### config.mk
export PLATFORM = sky130hd
export DESIGN_NAME = pair_sum_stage
export DESIGN_NICKNAME = d
export VERILOG_FILES = /design/src/rtl/pair_sum_stage.sv
export SDC_FILE = /design/constraint.sdc
export NUM_CORES = 1
export LEC_CHECK = 0
export ABC_CLOCK_PERIOD_IN_PS = 3400
export BUFFER_PORTS_ARGS = -buffer_cell sky130_fd_sc_hd__clkbuf_2
export CAP_MARGIN = 30
export CORE_ASPECT_RATIO = 0.6
export CORE_MARGIN = 2
export CORE_UTILIZATION = 35
export CTS_CLUSTER_DIAMETER = 30
export DETAILED_ROUTE_END_ITERATION = 10
export PLACE_DENSITY_LB_ADDON = 0.15
export SLEW_MARGIN = 20
export SYNTH_ARGS = -nofsm -noshare
export SYNTH_HDL_FRONTEND = slang
export SYNTH_SLANG_ARGS = --single-unit
### constraint.sdc
create_clock -name clk -period 3.4 [get_ports clk]
set_clock_uncertainty 0.2 [all_clocks]
set_input_delay 0.34 -clock clk [delete_from_list [all_inputs] [get_ports clk]]
set_output_delay 0.34 -clock clk [all_outputs]
set_load 0.005 [all_outputs]
### src/rtl/pair_sum_stage.sv
// pair_sum_stage: sums disjoint or sliding pairs of signed 4-bit samples into a 5-bit registered output
module pair_sum_stage (
  input  logic       clk,
  input  logic       rst,
  input  logic       in_valid,
  output logic       in_ready,
  input  logic [3:0] in_data,
  input  logic       in_last,
  input  logic       sliding,
  output logic       out_valid,
  input  logic       out_ready,
  output logic [4:0] out_sum,
  output logic       out_odd,
  output logic [7:0] pair_cnt
);
  typedef enum logic {EMPTY, HELD} state_t;
  state_t state_q, state_d;
  logic [3:0] held_q;
  logic mode_q, xfer, pair, emit;
  logic [4:0] sum_d;
  assign in_ready = !out_valid | out_ready;
  always_comb begin
    xfer = in_valid & in_ready;
    pair = xfer & (state_q == HELD);
    emit = pair | (xfer & in_last);
    sum_d = pair ? {held_q[3], held_q} + {in_data[3], in_data} : {in_data[3], in_data};
    state_d = !xfer ? state_q : (in_last | (pair & !mode_q)) ? EMPTY : HELD;
  end
  always_ff @(posedge clk) begin
    if (rst) begin
      state_q <= EMPTY;
      held_q <= 4'd0;
      mode_q <= 1'b0;
      out_valid <= 1'b0;
      out_sum <= 5'd0;
      out_odd <= 1'b0;
      pair_cnt <= 8'd0;
    end else begin
      state_q <= state_d;
      if (xfer && state_d == HELD) held_q <= in_data;
      if (xfer && state_q == EMPTY) mode_q <= sliding;
      out_valid <= emit | (out_valid & !out_ready);
      if (emit) begin
        out_sum <= sum_d;
        out_odd <= !pair;
      end
      if (pair && pair_cnt != 8'hFF) pair_cnt <= pair_cnt + 8'd1;
    end
  end
endmodule

* Word level (Yosys, flattened, before mapping)
Index checks and enable logic that the tools add are counted.
** Cells by class
- $add $sub $neg :: 2
- Equality and inequality tests :: 1
- Mux-type cells :: 3
- Bitwise logic cells :: 10
- Reductions and logical operators :: 7
** Operators with widths (count)
- adder 8 x 1 -> 8 bit (second input constant) :: 1
- != test 8 bit (second input constant) :: 1
- adder 4 x 4 -> 5 bit :: 1
- AND 1 bit :: 5
- two-way mux 5 bit :: 1
- logical NOT 1 bit :: 4
- bitwise OR 1 bit :: 4
- logical AND 1 bit :: 3
- two-way mux 1 bit :: 2
- NOT 1 bit :: 1
** Word-level totals
- Bits in registers :: 21
- Output and inout bits :: 16

* Logic depth before layout (Yosys ltp)
- Word-level depth :: 9
- Gate-level depth with buffers :: 7
- Depth with buffers taken out :: 7

* Worst setup path before layout
No wires, ideal clock.
- Kind :: reg2reg
- Start :: reg pair_cnt[0]
- End :: reg pair_cnt[5]
- Arrival time :: 1.370 ns
- Required time :: 3.130 ns
- Setup slack :: 1.760 ns
- Cell stages (with the launch flop) :: 6
- Cells stage by stage :: dfxtp_1 ha_1 nand3_1 nor3_2 or4_1 a21oi_1
** On the way
- Word-level cells in the longest chain between the ends :: 2
- Elaborated cells on any way between the ends :: 3
** RTL lines
- start, declared :: RTL line 14 : output logic [7:0] pair_cnt
- start signal, assigned :: RTL line 47 : if (pair && pair_cnt != 8'hFF) pair_cnt <= pair_cnt + 8'd1;
- parallel branches: the longest is 2 deep, another holds adder 8 x 1 -> 8 bit
Parallel ways; which one is timed is not known.
A chain may end at the register's enable or synchronous reset.

* Worst setup path after layout
- Start :: reg pair_cnt[0]
- End :: reg pair_cnt[1]
The elaborated chain is that of the path after synthesis.

==> impl_metrics.ini <==
[logic_synthesis]
synth-edff-count = 0
yosys_most_used_dff = dfxtp_1
synth-seq-area-share = 0.378
synthTopCellsByArea = dfxtp_1 (38%), mux2i_1 (7.2%), ha_1 (5.6%), a21oi_1 (5.4%), or4_1 (3.4%)
yosys.area.top_type = dfxtp_1
syn_area_sq_um = 1110
yosysUniqueCellTypes = 39
synth_cells = 121
syn_avg_cell_area_sq_um = 9.18
yosysTopAreaCellShare = 0.378
synthArstFlopShare = 0
synth_seq_cells = 21
syn_nets = 137
yosys_warnings = 0

[final_layout]
nets = 160
final_area_sq_um = 1290
ff_latch_area_sq_um = 420
antennaDiodeCount = 0
layout_common_cells = clkbuf_2 (25), dfxtp_1 (21), a21oi_1 (12)
final_common_cell = clkbuf_2
fillers = 309
area_delta_synth_final_pct = 16.2
multi_input_area_sq_um = 621
utilization = 0.438
drive_above_1_share = 0.238

[global_routing]
grt_pass1_vias = 856
antenna_found_initial = 0
grt_pass1_wl_microns = 3950
grt_overflow = 0
grt_start_max_net_pins = 23
gr-usage-all-layers = 0.142

[power]
p_clk_frac = 0.337
swShare = 0.258
switchingPower_uw = 129
power_frac_comb = 0.134
p_seq_frac = 0.529
power_leakage_nw = 0.548
power_density_nw_per_um2 = 385
ir_drop_uv = 194
intPower_uw = 369

[cts]
cts_tree = built
ctsResizeCount = 0
htreeDepth = 1
clock_sinks = 21
hold_buffers = 0
cts_buffers = 3
clk_latency_ns = 0.26
clock_path_buffers = 2
ctsRootBufferMaster = clkbuf_8
cts_setup_buffers = 0
clkSlewWorstSetupHoldPaths_ns = 0.08

[worst_setup_path]
crit_path_max_fanout = 14
ff2ff_path_depth = 5
critPathArrivalTime_ns = 1.97
worstPathRequired_ns = 3.39
crit_type = register to register
end_kind = register
worstSetupStartpointType = register

[detailed_routing]
dr.pass1.iters = 4
vias_per_cell = 5.27
drc = 0
routed_wl_microns = 2460
drtIter0Drc = 53
vias = 975
routedWlPerCell_microns = 13.3
ant_nets = 0

[sta]
finalSetupTns_ns = 0
grt_setup_unrepaired = false
worst_pin_slew_ns = 0.656
finalHoldViolCount = 0
period_needed_ns = 1.98
final-max-slew-violation-count = 0
finalSetupViolations = 0
fmax_ghz = 0.505
setup_ws_ns = 1.42
min_period_over_period = 0.582
worst_hold_slack_ns = 0.124
max_slew_margin = 0.560

[place]
place_hpwl_microns = 1840
port_buffers = 25
dp_slack_ns = 1.43
gp_congestion = 0.775
place_area_sq_um = 1240

[floorplan]
core-area_sq_um = 2950
ioPinCount = 26
dieHeight_microns = 47.6
rows = 15
die_area_sq_um = 3660
start_util = 0.377
die_x_microns = 76.7

[run]
cap_violations = 0

[min_path]
worstHoldPathCells = 3
hp-class = input pin to register

[outcome]
status = finished, final reports clean
## cells by family after synthesis
family	count (synthesis)	share of synthesized area
xor+xnor	1	0.00788
buf+inv	14	0.0631
compound gates	32	0.186
fa+ha+maj	6	0.0743
mux	8	0.0721
simple gates	39	0.218
flops	21	0.378
## power groups by stage
| stage | logic [mW] | clock network [mW] | registers, mW |
|---|---|---|---|
| 6_report | 0.0667 | 0.168 | 0.263 |
| 5_1_grt | 0.0750 | 0.181 | 0.265 |
| 4_1_cts | 0.0674 | 0.171 | 0.263 |
| 3_3_place_gp | 0.0663 | 0 | 0.269 |
| 2_1_floorplan | 0.0461 | 0 | 0.268 |
| 3_5_place_dp | 0.0664 | 0 | 0.269 |
## path summary, 6_finish.rpt
check	startpoint	endpoint	slack, ns
setup / recovery	pair_cnt[0]	pair_cnt[1]	1.42
setup reg to reg	pair_cnt[0]	pair_cnt[1]	1.42
hold / removal	sliding	mode_q	0.12
hold reg to reg	out_odd	out_odd	0.28
## critical path: stages, from the launching register on
cell,delay (ns)
dfxtp_1,0.39
ha_1,0.18
nand3_1,0.17
nor3_2,0.61
o21ai_0,0.19
a21oi_1,0.16
## flip-flops by register name, indices dropped and copies added, names as in the netlist
signal	flops
held_q	4
pair_cnt	8
out_odd	1
state_q	1
mode_q	1
out_sum	5
out_valid	1
## synthesized netlist by cell type (4+ instances only)
master and instances:
ha_1 5, nand2_1 5, or4_1 5, o31ai_1 4
mux2i_1 8, o21ai_0 4, nor2_1 9, nand3_1 4
inv_1 7, dfxtp_1 21, a21oi_1 12
## final cells by class
cell class | count | area share
Multi-Input combinational cell | 86 | 0.481
Sequential cell | 21 | 0.326
Timing Repair Buffer | 25 | 0.0969
Tap cell | 42 | 0.0407
Clock buffer | 3 | 0.0320
Inverter | 7 | 0.0203
Clock inverter | 1 | 0.00388
## routing by layer
metal  track usage  vias up  wire (microns)
met1         0.193      452            1370
li1              -      492               -
met3        0.0472        2             159
met5             0        -               0
met2         0.226       29             920
met4        0.0327        0               8
## through the flow
step / std cells / power (mW)
6_report: 185 / 0.498
5_1_grt: 185 / 0.520
4_1_cts: 185 / 0.502
3_5_place_dp: 181 / 0.336
3_3_place_gp: 181 / 0.335
2_1_floorplan: 121 / 0.315
(Power assumes the default switching activity.)
